<file path="src/rtl/uart_cmd_pkg.sv">
// Shared types and ASCII constants for the UART command receiver.
package uart_cmd_pkg;

  typedef enum logic [2:0] {
    IDLE     = 3'd0,
    POP      = 3'd1,
    EXEC     = 3'd2,
    TX_WAIT  = 3'd3,
    TX_SEND  = 3'd4,
    RX_DRAIN = 3'd5
  } state_e;

  localparam logic [7:0] CH_0     = 8'h30;
  localparam logic [7:0] CH_7     = 8'h37;
  localparam logic [7:0] CH_PLUS  = 8'h2B;
  localparam logic [7:0] CH_MINUS = 8'h2D;
  localparam logic [7:0] CH_R     = 8'h72;
  localparam logic [7:0] CH_RU    = 8'h52;
  localparam logic [7:0] CH_ERR   = 8'h3F;

endpackage

</file>
<file path="src/rtl/uart_cmd_rx_cmd_decode.sv">
// Combinational command decoder: maps one received byte plus the current
// pattern/divider settings onto their next values, a legal flag and the
// byte to echo back to the host.
module cmd_decode
  import uart_cmd_pkg::*;
#(
  parameter int unsigned DIV_INIT = 2,
  parameter int unsigned DIV_MIN  = 1,
  parameter int unsigned DIV_MAX  = 20,
  parameter int unsigned DIV_STEP = 2
) (
  input  logic [7:0] byte_i,
  input  logic [2:0] ctrl_i,
  input  logic [7:0] divider_i,
  output logic [2:0] ctrl_o,
  output logic [7:0] divider_o,
  output logic       legal_o,
  output logic [7:0] echo_o
);

  // Divider math runs in 9 bits so an increment near 255 cannot wrap.
  localparam logic [8:0] DivMin9      = 9'(DIV_MIN);
  localparam logic [8:0] DivMax9      = 9'(DIV_MAX);
  localparam logic [8:0] DivStep9     = 9'(DIV_STEP);
  localparam logic [8:0] PlusThresh9  = 9'(DIV_MAX - DIV_STEP + 1);
  localparam logic [8:0] MinusThresh9 = 9'(DIV_MIN + DIV_STEP - 1);
  localparam logic [7:0] DivInit8     = 8'(DIV_INIT);

  logic [8:0] div9;

  // Decode the byte; anything unrecognised leaves settings alone and echoes '?'.
  always_comb begin
    div9      = {1'b0, divider_i};
    ctrl_o    = ctrl_i;
    divider_o = divider_i;
    legal_o   = 1'b0;
    echo_o    = CH_ERR;
    if (byte_i >= CH_0 && byte_i <= CH_7) begin
      ctrl_o  = byte_i[2:0];
      legal_o = 1'b1;
      echo_o  = byte_i;
    end else if (byte_i == CH_PLUS) begin
      if (div9 >= PlusThresh9) begin
        divider_o = 8'(DivMax9);
      end else begin
        divider_o = 8'(div9 + DivStep9);
      end
      legal_o = 1'b1;
      echo_o  = CH_PLUS;
    end else if (byte_i == CH_MINUS) begin
      if (div9 <= MinusThresh9) begin
        divider_o = 8'(DivMin9);
      end else begin
        divider_o = 8'(div9 - DivStep9);
      end
      legal_o = 1'b1;
      echo_o  = CH_MINUS;
    end else if (byte_i == CH_R || byte_i == CH_RU) begin
      ctrl_o    = 3'd0;
      divider_o = DivInit8;
      legal_o   = 1'b1;
      echo_o    = byte_i;
    end
  end

endmodule

</file>
<file path="src/rtl/uart_cmd_rx.sv">
// UART command receiver: pops one byte at a time from the board UART,
// updates the animation pattern/divider, and optionally echoes the byte.
module uart_cmd_rx
  import uart_cmd_pkg::*;
#(
  parameter int unsigned DIV_INIT = 2,
  parameter int unsigned DIV_MIN  = 1,
  parameter int unsigned DIV_MAX  = 20,
  parameter int unsigned DIV_STEP = 2,
  parameter bit          ECHO_EN  = 1'b1
) (
  input  logic       clk,
  input  logic       rst_n,
  input  logic [7:0] rxdata,
  input  logic       rxready,
  output logic       rxclk,
  output logic [7:0] txdata,
  input  logic       txready,
  output logic       txclk,
  output logic [2:0] ctrl,
  output logic [7:0] divider,
  output logic       cmd_valid,
  output logic [7:0] err_cnt
);

  localparam logic [7:0] DivInit8 = 8'(DIV_INIT);

  state_e     state_q, state_d;
  logic [7:0] byte_q, byte_d;
  logic [2:0] ctrl_q, ctrl_d;
  logic [7:0] divider_q, divider_d;
  logic [7:0] err_cnt_q, err_cnt_d;
  logic [7:0] txdata_q, txdata_d;
  logic       rxclk_q, rxclk_d;
  logic       txclk_q, txclk_d;
  logic       cmd_valid_q, cmd_valid_d;

  logic [2:0] dec_ctrl;
  logic [7:0] dec_divider;
  logic       dec_legal;
  logic [7:0] dec_echo;

  cmd_decode #(
    .DIV_INIT (DIV_INIT),
    .DIV_MIN  (DIV_MIN),
    .DIV_MAX  (DIV_MAX),
    .DIV_STEP (DIV_STEP)
  ) u_decode (
    .byte_i    (byte_q),
    .ctrl_i    (ctrl_q),
    .divider_i (divider_q),
    .ctrl_o    (dec_ctrl),
    .divider_o (dec_divider),
    .legal_o   (dec_legal),
    .echo_o    (dec_echo)
  );

  // State and output registers; reset abandons any byte in flight.
  always_ff @(posedge clk or negedge rst_n) begin
    if (!rst_n) begin
      state_q     <= IDLE;
      byte_q      <= 8'h00;
      ctrl_q      <= 3'd0;
      divider_q   <= DivInit8;
      err_cnt_q   <= 8'h00;
      txdata_q    <= 8'h00;
      rxclk_q     <= 1'b0;
      txclk_q     <= 1'b0;
      cmd_valid_q <= 1'b0;
    end else begin
      state_q     <= state_d;
      byte_q      <= byte_d;
      ctrl_q      <= ctrl_d;
      divider_q   <= divider_d;
      err_cnt_q   <= err_cnt_d;
      txdata_q    <= txdata_d;
      rxclk_q     <= rxclk_d;
      txclk_q     <= txclk_d;
      cmd_valid_q <= cmd_valid_d;
    end
  end

  // Next-state logic; strobes are registered so they are one clean cycle wide.
  always_comb begin
    state_d     = state_q;
    byte_d      = byte_q;
    ctrl_d      = ctrl_q;
    divider_d   = divider_q;
    err_cnt_d   = err_cnt_q;
    txdata_d    = txdata_q;
    rxclk_d     = 1'b0;
    txclk_d     = 1'b0;
    cmd_valid_d = 1'b0;
    case (state_q)
      IDLE: begin
        if (rxready) begin
          byte_d  = rxdata;
          state_d = POP;
        end
      end
      POP: begin
        rxclk_d = 1'b1;
        state_d = EXEC;
      end
      EXEC: begin
        ctrl_d      = dec_ctrl;
        divider_d   = dec_divider;
        cmd_valid_d = dec_legal;
        if (!dec_legal && err_cnt_q != 8'hFF) begin
          err_cnt_d = err_cnt_q + 8'd1;
        end
        if (ECHO_EN) begin
          txdata_d = dec_echo;
          state_d  = TX_WAIT;
        end else begin
          state_d = RX_DRAIN;
        end
      end
      TX_WAIT: begin
        if (txready) begin
          txclk_d = 1'b1;
          state_d = TX_SEND;
        end
      end
      TX_SEND: begin
        state_d = RX_DRAIN;
      end
      RX_DRAIN: begin
        if (!rxready) begin
          state_d = IDLE;
        end
      end
      default: begin
        state_d = IDLE;
      end
    endcase
  end

  assign rxclk     = rxclk_q;
  assign txclk     = txclk_q;
  assign txdata    = txdata_q;
  assign ctrl      = ctrl_q;
  assign divider   = divider_q;
  assign cmd_valid = cmd_valid_q;
  assign err_cnt   = err_cnt_q;

endmodule

</file>
<file path="config.mk">
export PLATFORM = sky130hd
export DESIGN_NAME = uart_cmd_rx
export DESIGN_NICKNAME = d
export VERILOG_FILES = /design/src/rtl/uart_cmd_pkg.sv /design/src/rtl/uart_cmd_rx_cmd_decode.sv /design/src/rtl/uart_cmd_rx.sv
export SDC_FILE = /design/constraint.sdc
export NUM_CORES = 1
export LEC_CHECK = 0
export ABC_AREA = 1
export BUFFER_PORTS_ARGS = -buffer_cell sky130_fd_sc_hd__buf_2
export CAP_MARGIN = 0
export CELL_PAD_IN_SITES_DETAIL_PLACEMENT = 1
export CELL_PAD_IN_SITES_GLOBAL_PLACEMENT = 2
export CORE_MARGIN = 4
export CORE_UTILIZATION = 35
export CTS_CLUSTER_SIZE = 12
export DETAILED_ROUTE_END_ITERATION = 8
export HOLD_SLACK_MARGIN = 0.06
export PLACE_DENSITY_LB_ADDON = 0.1
export SYNTH_ARGS = -nofsm -noshare
export SYNTH_HDL_FRONTEND = slang
export SYNTH_SLANG_ARGS = --single-unit
</file>
<file path="constraint.sdc">
create_clock -name clk -period 3.3 [get_ports clk]
set_clock_uncertainty 0.2 [all_clocks]
set_input_delay 0.33 -clock clk [delete_from_list [all_inputs] [get_ports clk]]
set_output_delay 0.33 -clock clk [all_outputs]
set_load 0.005 [all_outputs]
</file>
==> results of run 1 <==
-- layout make-up --
type	instances	area [um^2]
sequential	41	1030
multi-input combinational	187	1020
clock inverter	2	13.8
fill	749	3400
clock buffer	6	82.6
inverter	27	114
tap	75	93.8
timing repair buffer	44	235
-- cell families (layout without fill, tap and decap cells) --
kind of cell / count (synthesis) / in the layout / share of synthesized area
flops: 41 / 41 / 0.472
simple gates: 146 / 146 / 0.320
xor+xnor: 12 / 12 / 0.0483
buf+inv: 30 / 79 / 0.0598
fa+ha+maj: 3 / 3 / 0.0172
mux: 2 / 2 / 0.0103
compound gates: 24 / 24 / 0.0730
-- flip-flops by register name (all words and copies together) (netlist names) --
name	cells
byte_q	8
divider	8
err_cnt	8
txdata	8
ctrl	3
state_q	3
cmd_valid	1
rxclk	1
txclk	1
-- stage by stage --
stage | hold slack, ns | util | worst slack (ns)
after floorplan | -0.166 | - | 1.68
after global placement | 0.259 | 0.411 | 1.32
after detailed placement | 0.265 | 0.411 | 1.25
after CTS | 0.0628 | 0.430 | 1.23
after global routing | 0.0857 | 0.432 | 1.05
final | 0.0896 | 0.432 | 1.30
-- worst max path at each step --
stage	depth (start not counted)	to
after global routing	6	txdata[5]$_DFFE_PN0P_
final	7	divider[3]$_DFFE_PN0P_
after global placement	6	txdata[5]$_DFFE_PN0P_
after floorplan	7	divider[5]$_DFFE_PN0P_
after detailed placement	7	divider[3]$_DFFE_PN0P_
after CTS	7	divider[3]$_DFFE_PN0P_
-- timing repair --
action | 4_1_cts | 5_1_grt
hold buffers | 2 | 1
endpoints found under the setup margin | 0 | 0
hold endpoints to repair | 41 | 1
-- cell usage in the layout, fill, tap and decap left out, types with 2 or more instances in the layout --
cell type | Yosys | routed
o21bai_1 | 2 | 2
o21ai_1 | 2 | 2
clkbuf_8 | 0 | 6
o21ai_2 | 5 | 5
ha_1 | 3 | 3
nand2_2 | 5 | 5
buf_2 | 1 | 41
nand3b_1 | 2 | 2
nor2_2 | 2 | 2
o21ai_0 | 2 | 2
a21oi_1 | 8 | 8
nand2_1 | 71 | 71
nor3_1 | 3 | 3
mux2_2 | 2 | 2
dlygate4sd3_1 | 0 | 3
nand2_4 | 2 | 2
nor2_1 | 25 | 25
xnor2_1 | 3 | 3
dfrtp_1 | 40 | 40
xor2_1 | 9 | 9
inv_1 | 25 | 25
nand3_1 | 24 | 24
nand4_1 | 6 | 6
-- power groups by stage --
stage               Combinational (uW)  Clock [uW]  Sequential (uW)
floorplan                          424           0              775
global placement                   597           0              796
detailed placement                 612           0              799
CTS                                616         376              791
global route                       690         393              815
finish                             597         355              786
-- worst reg2reg max path, cell delays in order (launching register included) --
cell	delay, ns
dfrtp_1	0.43
inv_1	0.11
nand3_1	0.36
inv_1	0.48
nand2_4	0.14
clkinv_8	0.10
nand2_1	0.07
o21ai_2	0.05
-- metal layers --
layer  part of all wire  GRT usage
met5                  0          0
met4             0.0090     0.0382
met3              0.038     0.0331
met2               0.48      0.244
met1               0.47      0.195
==> impl_metrics.toml, run 1 <==
[yosys]
synth_ff_type = "dfrtp_1"
yosysMostFrequentCell = "nand2_1"
synth_warnings = 0
yosysUniqueCellTypes = 37
syn_nets = 273
syn_avg_cell_area_um2 = 8.44
synthTopCellsByCount = "nand2_1, dfrtp_1, inv_1, nor2_1, nand3_1"
synthArstFlopShare = 1.00
post-synth-top-area-fraction = 0.460
seq_area_frac_synth = 0.472
postSynthCellCount = 258
ys_seq_elements = 41
synth_area_leaders = "dfrtp_1, nand2_1, nand3_1"
synth-edff-count = 0
syn_area_mm2 = 0.00218
yosysTopAreaCell = "dfrtp_1"

[worst_setup_path]
cpPeakStageDelay_ns = 0.47
crit_path_frequent_cell = "inv_1"
crit_fanout = 14
critPathTopFamily = "buffers and inverters"
worst_r2r_endpoint = "divider[3]$_DFFE_PN0P_"
worst-path-buf-inv = 3
worst_ep_arrival_time_ns = 2.03
crit_slowest_cell = "inv_1"
r2r_slack_ns = 1.30
crit_type = "reg2reg"
crit_start = "state_q[2]$_DFFE_PN0P_"
cp-start-kind = "flop"
r2r_cells = 7
critical_path_required_ns = 3.33
r2r_start = "state_q[2]$_DFFE_PN0P_"
path_cells = "inv_1, nand3_1, inv_1, nand2_4, clkinv_8, nand2_1, o21ai_2"
worst_setup_path_end_kind = "flop"

[min_path]
hold_class = "in2reg"
hold_path_depth = 3
min_to = "byte_q[4]$_DFFE_PN0P_"
min-delay-start = "rxdata[4]"

[global_route]
grt_overflow = 0
grt_pass1_wl_um = 8780
groute.usage.overall = 0.148
antenna_found_initial = 0
grt_max_degree = 42
grt_pass1_vias = 1817

[sta]
maxSlewHeadroom = 0.366
worstMarginPinSlew_ns = 0.952
setup_violations = 0
min_period_ns = 2.00
final_hold_viol_count = 0
rsz0062_at_grt = "false"
fin_setup_tns_ns = 0
drv_slew = 0
timing.fmax_mhz = 500
period_share = 0.606

[power_and_ir_drop]
intPower_uw = 1060
sw_frac_of_total = 0.388
pwr-share-seq = 0.452
p_switching_uw = 675
leakage_uw = 0.00143
p_comb_frac = 0.343
totalPowerFinal_uw = 1740
powerDensity_mw_per_mm2 = 672
irDropWorstVdd_uv = 310
p_clk_frac = 0.204

[drt]
finalWirelength_um = 5120
vias = 1803
initialDrtViolationCount = 64
vias_per_cell = 4.72
first_pass_iters = 4
final_antenna_net_count = 0
drc = 0
wire_per_inst_um = 13.4

[cts]
numCtsBuffers = 5
htreeDepth = 2
cts_max_path_buffers = 2
cts-root-buf = "clkbuf_8"
cts_sinks = 41
cts_resized = 0
clk_latency_ns = 0.29
path_clk_slew_ns = 0.09
cts_tree = "built"
cts_setup_buffers = 0

[place]
dp.cells = 371
placed_area_mm2 = 0.00246
numPortBuffers = 41
hpwl_um = 3870
gp_congestion = 0.797

[floorplanning]
start_util = 0.363
ios = 42
placementRows = 28
core-area_mm2 = 0.00599
dieArea_mm2 = 0.00755
die_h_um = 86.9
fp.dieW_um = 86.9

[cells_and_area]
diodes = 0
final_cells = 382
drive_gt1_frac = 0.241
areaGrowthSynthToFinish_pct = 18.8
stdcell_area_mm2 = 0.00259
final_nets = 321

[outcome]
status = "finished clean"

[job]
max-cap-violations = 0
(Power assumes the default switching activity.)
==> inputs of run 2 (changes only) <==
- CORE_UTILIZATION: 35 -> 29
- clock period: 3.3 -> 1.7 ns (I/O delays scaled with it)
==> run 2 against run 1 <==
Effect of this change: via count grew 12%; worst setup slack lost 1.3 ns; first-iteration DRC count shrank 56%; final area grew 23%; critical path type unchanged; global-route usage shrank 0.81 points; critical endpoint is now ctrl[0]$_DFFE_PN0P_; sequential power grew 93%; maximum frequency grew 19%; highest routed layer unchanged; register-to-register slack lost 1.3 ns; critical path depth grew 1.
==> impl_metrics.toml, run 2 (same netlist as run 1, synthesis figures left out) <==
[sta]
final_hold_viol_count = 0
maxSlewHeadroom = 0.704
setup_violations = 0
period_share = 0.989
worstMarginPinSlew_ns = 0.444
min_period_ns = 1.68
rsz0062_at_grt = "true"
drv_slew = 0
timing.fmax_mhz = 595
fin_setup_tns_ns = 0
final.setup.worst_slack_ns = 0.0189

[cts]
cts_tree = "built"
cts-root-buf = "clkbuf_8"
cts_sinks = 41
clk_latency_ns = 0.30
cts_max_path_buffers = 2
htreeDepth = 2
path_clk_slew_ns = 0.08
numCtsBuffers = 5

[cells_and_area]
final_cell_mix = "nand2_1, buf_2, dfrtp_1"
stdcell_area_mm2 = 0.00317
multi_input_area_mm2 = 0.00116
final_common_cell = "nand2_1"
diodes = 0
drive_gt1_frac = 0.416
regArea_mm2 = 0.00103
final_nets = 365
fillers = 907
final_cells = 450
utilization = 0.435
areaGrowthSynthToFinish_pct = 45.6

[power_and_ir_drop]
p_clk_frac = 0.205
intPower_uw = 2570
pwr-share-seq = 0.370
leakage_uw = 0.00170
p_switching_uw = 1520
p_comb_frac = 0.425
irDropWorstVdd_uv = 540
sw_frac_of_total = 0.371
powerDensity_mw_per_mm2 = 1290

[global_route]
groute.usage.overall = 0.139
grt_pass1_wl_um = 9750
grt_overflow = 0
antenna_found_initial = 0
grt_max_degree = 26
grt_pass1_vias = 2028

[floorplanning]
placementRows = 31
ios = 42
start_util = 0.299
die_h_um = 94.6
dieArea_mm2 = 0.00896
core-area_mm2 = 0.00729
fp.dieW_um = 94.6

[place]
gp_congestion = 0.774
placed_area_mm2 = 0.00269
hpwl_um = 4280
dp.cells = 418
pre_cts_ws_ns = -0.0103
numPortBuffers = 41

[worst_setup_path]
critical_path_required_ns = 1.69
crit_type = "reg2reg"
r2r_slack_ns = 0.02
worst_ep_arrival_time_ns = 1.67
worst_setup_path_end_kind = "flop"
cp-start-kind = "flop"
crit_fanout = 5

[drt]
vias = 2020
first_pass_iters = 4
vias_per_cell = 4.49
drc = 0
final_antenna_net_count = 0
wire_per_inst_um = 13.6
initialDrtViolationCount = 28
finalWirelength_um = 6110

[outcome]
status = "finished clean"

[min_path]
hold_class = "in2async"

[job]
max-cap-violations = 0
## run 2: changes by cell type in the layout (fill, tap and decap cells not counted), moves of 3 or more
| cell | previous run | this run |
|---|---|---|
| nand2_2 | 5 | 18 |
| dfrtp_1 | 40 | 35 |
| inv_1 | 25 | 21 |
| nand2_4 | 2 | 5 |
| dfrtp_2 | 0 | 5 |
| nor2_1 | 25 | 18 |
| dlygate4sd3_1 | 3 | 11 |
| nor2_4 | 1 | 5 |
| inv_2 | 1 | 4 |
| buf_4 | 0 | 30 |
| nor2_2 | 2 | 6 |
| buf_12 | 0 | 3 |
| nand2_1 | 71 | 54 |
## run 2: metrics by stage
stage / hold WS [ns] / power (uW)
after floorplan: -0.326 / 2330
after global placement: -0.0566 / 2980
after detailed placement: -0.0622 / 2990
after CTS: 0.153 / 3880
after global routing: 0.160 / 4430
final: 0.140 / 4090
## run 2: cell type report
type,count,share of cell area
clock buffers,7,0.0272
well taps,99,0.0391
clock inverters,1,0.00947
inverters,27,0.0371
repair buffers,87,0.197
flip-flops and latches,41,0.326
multi-input cells,188,0.365
## run 2: repair_timing
item | CTS | global route
gates resized for setup | 4 | 45
gates cloned | 0 | 1
pin swaps | 0 | 11
buffers inserted | 0 | 12
endpoints found under the hold margin | 51 | 0
setup endpoints to repair | 4 | 22
hold buffers | 11 | 0
## run 2: path summary, 6_finish.rpt
kind,startpoint,to,cells after the start
max in group asynchronous,rst_n,byte_q[0]$_DFFE_PN0P_,3
max reg2reg,byte_q[7]$_DFFE_PN0P_,ctrl[0]$_DFFE_PN0P_,8
min,rst_n,err_cnt[5]$_DFFE_PN0P_,2
max,byte_q[7]$_DFFE_PN0P_,ctrl[0]$_DFFE_PN0P_,8
min reg2reg,txdata[7]$_DFFE_PN0P_,txdata[7]$_DFFE_PN0P_,2
min in group clk,txdata[7]$_DFFE_PN0P_,txdata[7]$_DFFE_PN0P_,2
## run 2: power groups by stage
stage                     sequential, uW  clock (uW)  combinational (uW)
after floorplan                     1500           0                 823
after global placement              1510           0                1470
after detailed placement            1510           0                1480
after CTS                           1500         873                1510
after global routing                1560         912                1960
final                               1520         840                1740
## run 2: per-layer routing
layer / vias to the layer above / part of all wire / GRT usage
met5: - / 0 / 0
met4: 0 / 0.015 / 0.0505
met3: 7 / 0.036 / 0.0263
met2: 30 / 0.48 / 0.222
met1: 969 / 0.47 / 0.188
li1: 1014 / - / -
## run 2: critical path: stages, from the launching register on
cell and delay (ns):
dfrtp_1 0.39, inv_2 0.08, nand2_4 0.06, buf_6 0.11, nor3_4 0.28, a21oi_2 0.08
or2_4 0.26, nand2_1 0.07, nand2_1 0.04
==> inputs of run 3 (changes only) <==
- ABC_AREA: 1 -> default
- CORE_ASPECT_RATIO: default -> 1.25
- CORE_UTILIZATION: 29 -> 32
- SYNTH_HIERARCHICAL: default -> 1
==> run 3 against run 2 <==
Effect of this change: the flow now finishes with violations (setup timing); count of clock-buffer cells in the layout decreased by 1; flip-flop and latch count unchanged; worst setup slack got worse by 0.76 ns; global-route usage increased by 1.9 points; largest power group unchanged.
==> impl_metrics.toml, run 3 <==
[job]
max-cap-violations = 0

[worst_setup_path]
crit_fanout = 3
cpPeakStageDelay_ns = 0.39
worst_r2r_endpoint = "err_cnt[5]$_DFFE_PN0P_"
path_cells = "nor3b_2, and3b_2, o21ai_4, and2_4, nand2_4, nor4b_4, nand4_1, nor2_1, mux2_4"
worst_setup_path_end_kind = "flop"
crit_type = "reg2reg"
r2r_start = "byte_q[4]$_DFFE_PN0P_"
worst-path-buf-inv = 0
worst_ep_arrival_time_ns = 2.41
crit_cells = 9
r2r_cells = 9
cp-start-kind = "flop"
r2r_slack_ns = -0.74
critPathTopFamily = "simple AND/OR/NAND/NOR gates"
crit_slowest_cell = "dfrtp_1"
critical_path_required_ns = 1.68

[power_and_ir_drop]
irDropWorstVdd_uv = 817
intPower_uw = 3300
p_switching_uw = 1880
sw_frac_of_total = 0.363
powerDensity_mw_per_mm2 = 1510
pwr-share-seq = 0.307
leakage_uw = 0.00164
p_clk_frac = 0.118
p_comb_frac = 0.575

[cts]
cts-root-buf = "clkbuf_8"
cts_tree = "built"
cts_max_path_buffers = 2
path_clk_slew_ns = 0.08
clk_latency_ns = 0.28
htreeDepth = 2
cts_sinks = 41
numCtsBuffers = 5

[floorplanning]
placementRows = 33
core-area_mm2 = 0.00669
dieArea_mm2 = 0.00842
start_util = 0.335
ios = 42
die_h_um = 102
fp.dieW_um = 82.9

[drt]
final_antenna_net_count = 0
vias_per_cell = 4.94
vias = 2065
finalWirelength_um = 6470
initialDrtViolationCount = 52
first_pass_iters = 2
drc = 0
wire_per_inst_um = 15.5

[outcome]
status = "finished, violations left"
violations = "setup timing"

[global_route]
grt_pass1_wl_um = 10900
grt_pass1_vias = 2293
grt_max_degree = 25
grt_overflow = 0
groute.usage.overall = 0.159
antenna_found_initial = 0

[cells_and_area]
areaGrowthSynthToFinish_pct = 52.8
drive_gt1_frac = 0.547
final_nets = 346
regArea_mm2 = 0.00103
final_cell_mix = "buf_4, buf_2, dfrtp_1"
fillers = 782
final_common_cell = "buf_4"
diodes = 0
multi_input_area_mm2 = 0.00129

[sta]
setup_violations = 26
final.setup.worst_slack_ns = -0.738
timing.fmax_mhz = 410
drv_slew = 0
fin_setup_tns_ns = -11.45
min_period_ns = 2.44
holdWs_ns = 0.0715
period_share = 1.43
final_hold_viol_count = 0
rsz0062_at_grt = "true"

[yosys]
seq_area_frac_synth = 0.458
yosysMostFrequentCell = "dfrtp_1"
ys_seq_elements = 41
yosysTopAreaCell = "dfrtp_1"
yosysUniqueCellTypes = 51
synth_ff_type = "dfrtp_1"
synth_warnings = 6
post-synth-top-area-fraction = 0.446
synth-edff-count = 0
synth_area_leaders = "dfrtp_1, mux2_2, nand2_1"
synthArstFlopShare = 1.00
syn_avg_cell_area_um2 = 10.7
synthTopCellsByCount = "dfrtp_1, mux2_2, nand2_1"
postSynthCellCount = 209
syn_nets = 224
syn_area_mm2 = 0.00224

[place]
numPortBuffers = 41
hpwl_um = 4770
gp_congestion = 0.819

[min_path]
hold_path_depth = 3
min_to = "state_q[0]$_DFFE_PN0P_"
hold_class = "in2reg"
min-delay-start = "rxready"
-- run 3: cell count changes after synthesis, moves of 6 or more --
| cell | change |
|---|---|
| nor2_1 | -15 |
| xor2_1 | -8 |
| nand2b_1 | +6 |
| o21ai_0 | +7 |
| nand3_1 | -23 |
| inv_1 | -22 |
| nand2_1 | -46 |
| mux2_2 | +26 |
-- run 3: repair_timing --
item / CTS / global route
pin swaps: 11 / 7
hold endpoints to repair: 52 / 0
setup endpoints to repair: 25 / 36
resized for setup: 25 / 21
buffers inserted: 10 / 9
hold buffers: 10 / 0
-- run 3: worst max path at each step --
stage / start / to
after floorplan: byte_q[0]$_DFFE_PN0P_ / err_cnt[7]$_DFFE_PN0P_
after global placement: byte_q[0]$_DFFE_PN0P_ / err_cnt[7]$_DFFE_PN0P_
after detailed placement: byte_q[0]$_DFFE_PN0P_ / err_cnt[5]$_DFFE_PN0P_
after CTS: byte_q[7]$_DFFE_PN0P_ / err_cnt[5]$_DFFE_PN0P_
after global routing: byte_q[4]$_DFFE_PN0P_ / err_cnt[5]$_DFFE_PN0P_
final: byte_q[4]$_DFFE_PN0P_ / err_cnt[5]$_DFFE_PN0P_
-- run 3: metrics by stage --
stage / worst slack (ns) / cells / cell area, um^2 / util / power [uW]
6_report: -0.738 / 418 / 3430 / 0.512 / 5180
5_1_grt: -0.848 / 418 / 3430 / 0.512 / 5610
4_1_cts: -0.708 / 412 / 3310 / 0.494 / 5060
3_5_place_dp: -0.725 / 385 / 2980 / 0.445 / 4230
3_3_place_gp: -0.650 / 385 / 2980 / 0.445 / 4170
2_1_floorplan: -0.759 / 209 / 2290 / - / 3050
-- run 3: final cells by class --
class                           count  area share
Tap cell                           87      0.0318
Clock buffer                        6      0.0212
Inverter                            3     0.00329
Sequential cell                    41       0.300
Multi-Input combinational cell    156       0.376
Timing Repair Buffer              124       0.266
Clock inverter                      1     0.00256
-- run 3: layer usage --
layer / vias to the layer above / part of all wire / global-route usage
met5: - / 0 / 0
met4: 0 / 0.012 / 0.0428
met3: 6 / 0.022 / 0.0244
met2: 31 / 0.58 / 0.310
met1: 1036 / 0.39 / 0.178
li1: 992 / - / -
-- run 3: tightest hold or removal path, delay by kind of cell --
family          cells  cell delay (ns)
compound gates      2             0.22
buf+inv             1             0.12
-- run 3: logic make-up (layout without fill, tap and decap cells) --
| family | Yosys count | in the layout | share of synthesized area |
|---|---|---|---|
| AOI/OAI and AO/OA | 40 | 40 | 0.118 |
| adders and majority gates | 3 | 3 | 0.0167 |
| muxes | 32 | 32 | 0.160 |
| xor gates and xnor gates | 3 | 3 | 0.0117 |
| and+or+nand+nor | 77 | 77 | 0.202 |
| DFF | 41 | 41 | 0.458 |
| other | 1 | 1 | 0.00167 |
| buffers and inverters | 12 | 134 | 0.0318 |
-- run 3: power by group through the flow --
stage                     Sequential (uW)  Combinational [uW]  Clock, uW
after floorplan                      1620                1420          0
after global placement               1600                2570          0
after detailed placement             1620                2610          0
after CTS                            1600                2820        643
after global routing                 1660                3280        671
final                                1590                2980        611
